--- src/rtl/impact_sram_access_ctrl.sv ---
// Word-level read/write sequencer for the IMPACT SRAM array pins.
// Each request runs precharge, word-line pulse, sense and recovery phases.
module impact_sram_access_ctrl #(
    parameter int PRE_CYC = 2,
    parameter int WL_CYC  = 3,
    parameter int CNT_W   = 8
) (
    input  logic        wb_clk_i,
    input  logic        rst_n,
    input  logic        req_valid,
    output logic        req_ready,
    input  logic        req_we,
    input  logic [4:0]  req_addr,
    input  logic [31:0] req_wdata,
    output logic [31:0] wl,
    output logic [31:0] bl_out,
    output logic [31:0] bl_oe,
    input  logic [31:0] bl_in,
    output logic [31:0] blb_out,
    output logic [31:0] blb_oe,
    input  logic [31:0] blb_in,
    output logic [31:0] rdata,
    output logic [31:0] rfault,
    output logic        rvalid,
    output logic        busy
);

    typedef enum logic [1:0] {
        IDLE = 2'd0,
        PRE  = 2'd1,
        WLA  = 2'd2,
        REC  = 2'd3
    } state_t;

    state_t            state_r, state_s;
    logic [CNT_W-1:0]  cnt_r, cnt_s;
    logic              we_r;
    logic [4:0]        addr_r;
    logic [31:0]       wdata_r;
    logic              accept_s;
    logic              sample_s;
    logic [31:0]       wl_s, bl_out_s, bl_oe_s, blb_out_s, blb_oe_s;
    logic              rvalid_s, busy_s;

    function automatic logic [31:0] wl_decode(input logic [4:0] a);
        wl_decode = 32'd1 << a;
    endfunction

    // Ready is combinational so reset withdraws it without waiting for a clock.
    assign req_ready = (state_r == IDLE) && rst_n;

    // Next-state and phase counter.
    always_comb begin
        state_s  = state_r;
        cnt_s    = cnt_r;
        sample_s = 1'b0;
        accept_s = req_valid && (state_r == IDLE);
        case (state_r)
            IDLE: begin
                if (accept_s) begin
                    state_s = PRE;
                    cnt_s   = CNT_W'(PRE_CYC - 1);
                end else begin
                    state_s = IDLE;
                    cnt_s   = {CNT_W{1'b0}};
                end
            end
            PRE: begin
                if (cnt_r == {CNT_W{1'b0}}) begin
                    state_s = WLA;
                    cnt_s   = CNT_W'(WL_CYC - 1);
                end else begin
                    cnt_s   = cnt_r - {{(CNT_W-1){1'b0}}, 1'b1};
                end
            end
            WLA: begin
                if (cnt_r == {CNT_W{1'b0}}) begin
                    state_s  = REC;
                    sample_s = ~we_r;
                end else begin
                    cnt_s    = cnt_r - {{(CNT_W-1){1'b0}}, 1'b1};
                end
            end
            REC: begin
                state_s = IDLE;
                cnt_s   = {CNT_W{1'b0}};
            end
            default: begin
                state_s = IDLE;
                cnt_s   = {CNT_W{1'b0}};
            end
        endcase
    end

    // Pin values for the state being entered, so every pin comes straight from a flop.
    always_comb begin
        wl_s      = 32'd0;
        bl_out_s  = 32'd0;
        bl_oe_s   = 32'd0;
        blb_out_s = 32'd0;
        blb_oe_s  = 32'd0;
        rvalid_s  = 1'b0;
        busy_s    = (state_s != IDLE);
        case (state_s)
            PRE: begin
                bl_out_s  = 32'hFFFF_FFFF;
                blb_out_s = 32'hFFFF_FFFF;
                bl_oe_s   = 32'hFFFF_FFFF;
                blb_oe_s  = 32'hFFFF_FFFF;
            end
            WLA: begin
                wl_s = wl_decode(addr_r);
                if (we_r) begin
                    bl_out_s  = wdata_r;
                    blb_out_s = ~wdata_r;
                    bl_oe_s   = 32'hFFFF_FFFF;
                    blb_oe_s  = 32'hFFFF_FFFF;
                end else begin
                    bl_oe_s   = 32'd0;
                    blb_oe_s  = 32'd0;
                end
            end
            REC: begin
                rvalid_s = ~we_r;
            end
            default: begin
                rvalid_s = 1'b0;
            end
        endcase
    end

    // State, latched request and registered pins.
    always_ff @(posedge wb_clk_i or negedge rst_n) begin
        if (!rst_n) begin
            state_r <= IDLE;
            cnt_r   <= {CNT_W{1'b0}};
            we_r    <= 1'b0;
            addr_r  <= 5'd0;
            wdata_r <= 32'd0;
            wl      <= 32'd0;
            bl_out  <= 32'd0;
            bl_oe   <= 32'd0;
            blb_out <= 32'd0;
            blb_oe  <= 32'd0;
            rdata   <= 32'd0;
            rfault  <= 32'd0;
            rvalid  <= 1'b0;
            busy    <= 1'b0;
        end else begin
            state_r <= state_s;
            cnt_r   <= cnt_s;
            if (accept_s) begin
                we_r    <= req_we;
                addr_r  <= req_addr;
                wdata_r <= req_wdata;
            end
            if (sample_s) begin
                rdata  <= bl_in;
                rfault <= ~(bl_in ^ blb_in);
            end
            wl      <= wl_s;
            bl_out  <= bl_out_s;
            bl_oe   <= bl_oe_s;
            blb_out <= blb_out_s;
            blb_oe  <= blb_oe_s;
            rvalid  <= rvalid_s;
            busy    <= busy_s;
        end
    end

endmodule

--- config.mk ---
export PLATFORM = sky130hd
export DESIGN_NAME = impact_sram_access_ctrl
export DESIGN_NICKNAME = d
export VERILOG_FILES = /design/src/rtl/impact_sram_access_ctrl.sv
export SDC_FILE = /design/constraint.sdc
export NUM_CORES = 1
export LEC_CHECK = 0
export ABC_CLOCK_PERIOD_IN_PS = 5900
export CORE_MARGIN = 5
export CORE_UTILIZATION = 40
export CTS_BUF_LIST = sky130_fd_sc_hd__clkbuf_4
export CTS_CLUSTER_DIAMETER = 40
export CTS_CLUSTER_SIZE = 20
export DETAILED_ROUTE_END_ITERATION = 10
export PLACE_DENSITY = 0.71
export SLEW_MARGIN = 10
export SYNTH_ARGS = -nofsm -noshare
export SYNTH_HDL_FRONTEND = slang
export SYNTH_SLANG_ARGS = --single-unit
--- constraint.sdc ---
create_clock -name wb_clk_i -period 5.9 [get_ports wb_clk_i]
set_clock_uncertainty 0.05 [all_clocks]
set_input_delay 0.885 -clock wb_clk_i [delete_from_list [all_inputs] [get_ports wb_clk_i]]
set_output_delay 0.885 -clock wb_clk_i [all_outputs]
set_load 0.02 [all_outputs]
After elaboration in Yosys (flattened, before gate mapping):

Index checks and enable logic that the tools add are counted.

* bits in registers: 242
* bits of input ports: 105
* output and inout port bits: 227
* logic and storage cells: 49

* add/sub/neg operators: 1
* equal/unequal tests: 7
* shift-type cells: 1
* multiplexer cells: 18
* bitwise operators: 4
* reductions and logical operators: 5

Operators by type and width (number)
* 32-bit one-hot mux with 2 select lines: 3
* 32-bit 2-to-1 mux: 4
* 32-bit inverter: 2
* 8-bit one-hot mux with 4 select lines: 1
* 1-bit by 5-bit left shift with 32-bit output (first input constant): 1
* 32-bit bitwise XOR: 1
* 8-bit 2-to-1 mux: 2
* 2-bit == test (second input constant): 4
* 8-bit logical NOT: 1
* 2-bit one-hot mux with 4 select lines: 1
* 8-bit by 1-bit subtractor with 8-bit output (second input constant): 1
* 1-bit 2-to-1 mux: 5
* 2-bit by 1-bit == test with 1-bit output (second input constant): 2
* 2-bit 2-to-1 mux: 2
* 1-bit logical AND: 2
* 2-bit logical NOT: 1
* 2-bit inequality test (second input constant): 1
* 2-bit nonzero test: 1
* 1-bit inverter: 1

Logic depth before layout (Yosys ltp):

Gate-level depths: netlist of the first run.

* depth after elaboration: 6
* gate-level depth with buffers: 12
* depth with buffers taken out: 9

Least setup slack after synthesis of the first run:

Ideal clock, no wire load.

* path kind: reg-to-reg
* start point: reg cnt_r[0]
* end point: reg bl_out[16]
* library setup time: 0.132 ns
* data arrival time: 2.689 ns
* data required time: 5.718 ns
* slack: 3.029 ns
* stages on the path, launching flop included: 12
* buffers on the path: 2
* period minus slack after synthesis: 2.871 ns
* path through: dfrtp_1 inv_1 ha_1 or3b_2 o21ai_0 o311ai_0 ha_1 a21o_1 nand2_1 clkbuf_1 buf_1 nor2_1

* cells in the longest elaborated chain, start to end: 5
* elaborated cells between the ends (all ways): 7
* classes of those cells: 2 x eq/ne; 4 x mux; 1 x reduce/logical

Ends and longest elaborated chain
* start: declaration: RTL line 36 `logic [CNT_W-1:0] cnt_r, cnt_s;`
* start signal: assignment: RTL line 136 `cnt_r <= {CNT_W{1'b0}};`
* start signal: assignment: RTL line 151 `cnt_r <= cnt_s;`
* 8-bit logical NOT *: RTL line 69, 77
* 2-bit 2-to-1 mux (on tied branches): RTL line 77, 69
* 2-bit one-hot mux with 4 select lines *: RTL line 58 `case (state_r)`
* 2-bit == test or 2-bit by 1-bit == test with 1-bit output (tied branches): RTL line 104 `case (state_s)`
* 32-bit one-hot mux with 2 select lines *: RTL line 104
* named net bl_out_s[16]: RTL line 42 `logic [31:0] wl_s, bl_out_s, bl_oe_s, blb_out_s, blb_oe_s;`
* end signal: assignment: RTL line 162 `bl_out <= bl_out_s;`
* end: declaration: RTL line 16 `output logic [31:0] bl_out,`

Mark *: on every way through the listed nets, which the timed path passes. The rest lies on a longest branch.
A chain may end at the register's enable or synchronous reset.

Final worst setup path of the first run:

* start point: in rst_n
* end point: out req_ready

* cells in the longest elaborated chain, start to end: 1

Ends and longest elaborated chain
* start: declaration: RTL line 9 `input logic rst_n,`
* 1-bit logical AND: RTL line 50 `assign req_ready = (state_r == IDLE) && rst_n;`
* end: declaration: RTL line 11 `output logic req_ready,`

Every way passes these cells.

==> summary.md, run 1 <==
| Metric | Value |
|---|---|
| Antenna violations before repair | `0` |
| Final setup violation count | `0` |
| Setup Fix Bufs, Post-CTS | `0` |
| Startpoint Class | `primary input` |
| Synth area leader | `dfrtp_1` |
| FF-to-FF setup slack | `about 2.5 ns` |
| Gr ovfl total | `0` |
| Power Density | `630 nW/um^2` |
| Combinational share of power | `53.7%` |
| Clock power frac | `a little over an eighth` |
| Switching Share | `around 42%` |
| Post-synth top cells | `dfrtp_1, nor2_1, buf_4, mux2_4, mux2_2` |
| Core area | `roughly 21000 um^2` |
| First-pass GRT wire length | `33300 um` |
| Most Crowded Layer GR | `met2` |
| Routed Antenna Nets | `0` |
| F_max | `between 0.2 and 0.3 GHz` |
| Vias per Instance | `between 4 and 5` |
| Post-synth EDFFs | `0` |
| Slew Limit Fails | `0` |
| Crit path from | `rst_n` |
| Setup_tns | `0 ns` |
| Fill cell count | `~1800` |
| WL/cell | `approximately 18 um` |
| I/O Pins | `332` |
| Post-route design area | `around 12000 um^2` |
| Inserted Clock Buffers | `34` |
| Leak Pwr | `5.35 nW` |
| Worst Reg-to-Reg Cells | `10` |
| Crit. End Element | `output pin` |
| Die Wd | `between 150 and 200 um` |
| Hold Vio Cnt, Final | `0` |
| # DRC | `0` |
| Post-CTS Hold Fix Bufs | `0` |
| Mapped Nets | `~760` |
| # diodes | `0` |
| Clock Latency Late Sink | `0.62 ns` |
| Ys async rst share | `between 90% and 100%` |
| DP Cell Count | `roughly 1200` |
| Die H | `about 160 um` |
| # resized after CTS | `0` |
| Met1 track demand over resource | `21.0%` |
| DP Wirelength | `~16000 um` |
| Number of I/O port buffers | `between 300 and 400` |
| Final worst path period need | `3.39 ns` |
| DR iter-0 viols | `182` |
| Yosys warnings | `0` |
| Routing usage on met3 | `6.33%` |
| Placed cell area | `about 12000 um^2` |
| Vias in the first global route | `around 5800` |
| Die footprint | `around 25000 um^2` |
| Count leader, synth | `dfrtp_1` |
| RR Endpoint | `blb_out[14]` |
| Routed wire length | `around 22000 um` |
| Crit path arrival time | `2.46 ns` |
| Vias | `5746` |
| Clock sink total | `~210` |
| Critical Path Fanout Max | `93` |
| CTS Buffer Depth | `3` |
| RSZ-0062 raised after global routing | `false` |
| Gpl congestion | `about 0.80` |
| Critical Path Sink | `req_ready` |
| Post-Layout Cell Count | `1226` |
| Worst endpoint required time | `between 4 and 5 ns` |
| Top cells by area, synth | `dfrtp_1, mux2_4, buf_4` |
| Synth top area share | `about 61%` |
| Pre-CTS setup slack | `2.46 ns` |
| Layout cell share with drive strength beyond 1 | `a little under a fifth` |
| Pin count of the biggest net entering global routing | `94` |
| Worst r2r src | `cnt_r[0]` |
| Met2 usage | `29.8%` |
| Yosys cell types | `34` |
| Cell Area, Synth | `between 8000 and 9000 um^2` |
| Yosys reg bits | `~210` |
| Setup WS post-layout | `roughly 2.5 ns` |
| TritonCTS clock tree | `yes` |
| Max-cap viol count | `0` |
| Final #Nets | `between 1000 and 1500` |
| Sw Pwr | `approximately 3.2 mW` |
| Cells after synthesis | `~650` |
| Post-route clock period utilization | `a little under three fifths` |
| WS Path Type | `primary input to output pin` |
| Relative slew margins | `23.8%` |
| Initial Util | `40.8%` |
| DRT Pass-1 Iters | `4` |
| Internal power | `4.49 mW` |
| Worst-path clk slew | `0.13 ns` |
| Worst hold path class | `primary input to asynchronous set/reset pin` |
| GRT Overall Usage | `between 10% and 20%` |
| Flop pwr share | `between 30% and 40%` |
| Layout area overhead | `41.5%` |
| Syn Area/Cell | `13.3 um^2` |
| H-tree lvl count | `2` |
| Rows | `53` |
| Worst slew pin tran | `1.14 ns` |
| Worst IR Drop VDD | `roughly 0.52 mV` |
| Post-synthesis sequential area ratio | `61.2%` |
| Outcome | `complete, no violations` |
| Synth Flop Type | `dfrtp_1` |
| CTS root buffer | `clkbuf_4` |
-- worst min path at each step --
stage | start | endpoint | slack [ns] | cells past startpoint
finish | rst_n | wdata_r[16] | 0.22 | 1
global route | rst_n | wdata_r[17] | 0.24 | 1
CTS | rst_n | wdata_r[16] | 0.22 | 1
detailed placement | wdata_r[24] | blb_out[24] | 0.40 | 1
global placement | wdata_r[6] | blb_out[6] | 0.40 | 1
floorplan | we_r | rvalid | 0.38 | 1
-- cells in the final DEF (no fill, tap or decap), drive strengths merged --
master	instances
a211oi	1
a21o	1
a21oi	36
a31oi	1
buf	6
bufinv	2
clkbuf	38
clkdlybuf4s50	330
clkinv	9
clkinvlp	8
dfrtp	211
ha	6
inv	14
mux2	102
nand2	8
nand2b	9
nand3	4
nand4	1
nor2	87
nor2b	5
nor3	11
nor3b	4
nor4	6
o211ai	1
o21ai	3
o22ai	1
o311a	1
o311ai	1
o31ai	1
o41ai	1
or2	1
or3b	1
or4	6
xnor2	34
-- logic make-up after synthesis --
family,Yosys count,synth area share (%)
AO/OA/AOI/OAI,48,3.08
XOR/XNOR,34,3.45
adder cells (fa/ha/maj),6,0.871
buffers and inverters,103,7.85
flip-flops,211,61.2
multiplexers,102,15.9
AND/OR/NAND/NOR,143,7.58
-- metal layers --
metal | wire [um] | vias to the layer above
met3 | 2260 | 29
met5 | 0 | -
met1 | 8490 | 2814
li1 | - | 2664
met2 | 11100 | 239
met4 | 367 | 0
-- stage by stage --
| stage | util (%) | power (mW) | hold WS [ns] |
|---|---|---|---|
| 6_report | 57.7 | 7.69 | 0.223 |
| 5_1_grt | 57.7 | 8.18 | 0.243 |
| 4_1_cts | 57.7 | 7.81 | 0.219 |
| 3_5_place_dp | 55.3 | 6.75 | 0.404 |
| 3_3_place_gp | 55.3 | 6.67 | 0.404 |
| 2_1_floorplan | - | 5.15 | 0.385 |
-- power groups by stage --
stage	Sequential (mW)	Clock, mW	Combinational, mW
global placement	2.55	0	4.12
floorplan	3.02	0	2.13
CTS	2.54	1.07	4.20
global route	2.64	1.13	4.41
detailed placement	2.56	0	4.19
finish	2.54	1.02	4.13
-- sequential cells by signal, summed over array words and instances, names as in the netlist, 5 cells and up --
register,count
addr_r,5
bl_out,32
blb_out,32
cnt_r,8
rdata,32
rfault,32
wdata_r,32
wl,32
-- worst max-delay path, stage by stage --
cell and delay, ns:
clkbuf_8 0.54, nor3b_1 0.31, clkdlybuf4s50_1 0.65
-- layout make-up --
| type | count | area (um^2) | share of cell area [%] |
|---|---|---|---|
| Timing Repair Buffer | 337 | 3360 | 27.6 |
| Multi-Input combinational cell | 333 | 2680 | 21.9 |
| Clock inverter | 25 | 228 | 1.87 |
| Clock buffer | 37 | 278 | 2.28 |
| Inverter | 8 | 30.0 | 0.246 |
| Tap cell | 275 | 344 | 2.82 |
| Sequential cell | 211 | 5280 | 43.3 |
Power figures use the tool's default switching activity.
==> run 2, diff against run 1 <==
--- a/config.mk
+++ b/config.mk
@@ -5,14 +5,14 @@
 export SDC_FILE = /design/constraint.sdc
 export NUM_CORES = 1
 export LEC_CHECK = 0
-export ABC_CLOCK_PERIOD_IN_PS = 5900
+export ABC_CLOCK_PERIOD_IN_PS = 3100
 export CORE_MARGIN = 5
 export CORE_UTILIZATION = 40
 export CTS_BUF_LIST = sky130_fd_sc_hd__clkbuf_4
 export CTS_CLUSTER_DIAMETER = 40
 export CTS_CLUSTER_SIZE = 20
 export DETAILED_ROUTE_END_ITERATION = 10
-export PLACE_DENSITY = 0.71
+export PLACE_DENSITY = 0.74
 export SLEW_MARGIN = 10
 export SYNTH_ARGS = -nofsm -noshare
 export SYNTH_HDL_FRONTEND = slang
==> constraint.sdc (replaced) <==
create_clock -name wb_clk_i -period 3.1 [get_ports wb_clk_i]
set_clock_uncertainty 0.05 [all_clocks]
set_input_delay 0.465 -clock wb_clk_i [delete_from_list [all_inputs] [get_ports wb_clk_i]]
set_output_delay 0.465 -clock wb_clk_i [all_outputs]
set_load 0.02 [all_outputs]
==> summary.md, run 2 (synthesis gave the netlist of run 1 again) <==
| Metric | Value |
|---|---|
| WL/cell | `18.5 um` |
| Clock Latency Late Sink | `0.69 ns` |
| Antenna violations before repair | `1` |
| Routed wire length | `between 20000 and 25000 um` |
| Final #Nets | `approximately 1000` |
| Leak Pwr | `5.45 nW` |
| H-tree lvl count | `1` |
| Worst IR Drop VDD | `0.943 mV` |
| Hold Vio Cnt, Final | `0` |
| Die footprint | `between 20000 and 25000 um^2` |
| Core area | `21200 um^2` |
| Initial Util | `roughly 41%` |
| Worst slew pin tran | `0.819 ns` |
| Buffers plus inverters on the worst setup path | `2` |
| Startpoint Class | `flop` |
| DR iter-0 viols | `slightly below 200` |
| Routed Antenna Nets | `0` |
| Post-route clock period utilization | `~90%` |
| Slew Limit Fails | `0` |
| Cell family with most CP delay | `simple AND/OR/NAND/NOR gates` |
| Die Wd | `157 um` |
| Max-cap viol count | `0` |
| Critical Path Fanout Max | `34` |
| Clock sink total | `about 210` |
| Rows | `53` |
| Final setup violation count | `0` |
| Power Density | `approximately 1200 nW/um^2` |
| Number of I/O port buffers | `between 300 and 400` |
| Layout Utilization | `58.5%` |
| Crit path arrival time | `approximately 3.4 ns` |
| First-pass GRT wire length | `between 30000 and 40000 um` |
| WS Path Type | `flop to flop` |
| CP max stage cell | `or3b_2` |
| Max incr delay on CP | `0.50 ns` |
| Inserted Clock Buffers | `31` |
| Final worst path period need | `2.86 ns` |
| Commonest non-fill, non-tap cell in the layout | `clkdlybuf4s50_1` |
| Vias per Instance | `roughly 4.7` |
| Setup WS post-layout | `between 0.2 and 0.25 ns` |
| Vias | `5801` |
| I/O Pins | `roughly 330` |
| Most frequent cells in the layout | `clkdlybuf4s50_1, dfrtp_1, nor2_1, mux2_4, mux2_2` |
| Setup_tns | `0 ns` |
| Gpl congestion | `~0.79` |
| Relative slew margins | `~45%` |
| Crit. End Element | `flop` |
| Die H | `between 150 and 200 um` |
| GRT Overall Usage | `around 18%` |
| Cells along the critical path | `inv_1 > ha_1 > or3b_2 > o21ai_0 > o311ai_1 > ha_2 > a21o_1 > nand2_2 > buf_12 > a21oi_1` |
| Worst endpoint required time | `around 3.6 ns` |
| CTS root buffer | `clkbuf_4` |
| F_max | `approximately 0.35 GHz` |
| TritonCTS clock tree | `yes` |
| Worst hold path class | `primary input to flop` |
| Gr ovfl total | `0` |
| Layout cell share with drive strength beyond 1 | `a little under a fifth` |
| CTS Buffer Depth | `3` |
| Vias in the first global route | `about 6000` |
| Worst-path clk slew | `roughly 0.13 ns` |
| DRT Pass-1 Iters | `4` |
| Pre-CTS setup slack | `approximately 0.16 ns` |
| DP Wirelength | `16100 um` |
| RSZ-0062 raised after global routing | `false` |
| # DRC | `0` |
| Outcome | `complete, no violations` |
| Layout area overhead | `43.6%` |
| Pin count of the biggest net entering global routing | `approximately 150` |
## run 2: area by class of cell
cell class	instances	area [um^2]
Tap cell	275	344
Timing Repair Buffer	345	3480
Clock buffer	32	240
Fill cell	1672	8770
Multi-Input combinational cell	333	2680
Inverter	8	30.0
Antenna cell	1	2.50
Sequential cell	211	5280
Clock inverter	26	330
## run 2: worst reg2reg max path, stage by stage (launching register included)
cell	delay, ns
dfrtp_1	0.48
inv_1	0.11
ha_1	0.19
or3b_2	0.50
o21ai_0	0.23
o311ai_1	0.20
ha_2	0.27
a21o_1	0.19
nand2_2	0.19
buf_12	0.22
a21oi_1	0.08
## run 2: worst paths after layout
| path | start | to | slack (ns) | cells past startpoint |
|---|---|---|---|---|
| worst max-delay path | cnt_r[0] | blb_out[29] | 0.24 | 10 |
| worst min-delay path | req_wdata[3] | wdata_r[3] | 0.32 | 2 |
| worst max register to register | cnt_r[0] | blb_out[29] | 0.24 | 10 |
| worst min register to register | wdata_r[6] | blb_out[6] | 0.41 | 1 |
| max in group asynchronous | rst_n | rfault[4] | 1.34 | 4 |
| min in group asynchronous | rst_n | state_r[1] | 0.40 | 3 |
## run 2: repair_timing
action,4_1_cts,5_1_grt
gates resized for setup,0,3
hold endpoints to repair,149,0
setup endpoints to repair,0,52
hold buffers,1,0
buffers inserted,0,0
## run 2: layer usage
metal / track usage [%] / share of wire [%] / up-vias
met5: 0 / 0 / -
met4: 4.75 / 2.0 / 0
met3: 6.72 / 11 / 30
met2: 29.5 / 48 / 247
met1: 21.6 / 39 / 2853
li1: - / - / 2671
## run 2: power by group
group | total [mW] | switching (mW) | leakage [nW] | internal [mW]
Combinational | 8.21 | 4.34 | 2.56 | 3.88
Sequential | 4.76 | 0.740 | 2.60 | 4.02
Clock | 2.22 | 1.19 | 0.295 | 1.02
## run 2: metrics by stage
stage / hold WS, ns / cells / power (mW) / cell area, um^2
floorplan: 0.119 / 647 / 9.79 / 8620
global placement: 0.402 / 1171 / 12.9 / 11800
detailed placement: 0.409 / 1171 / 13.1 / 11800
CTS: 0.258 / 1230 / 15.3 / 12400
global route: 0.252 / 1231 / 16.2 / 12400
finish: 0.324 / 1231 / 15.2 / 12400
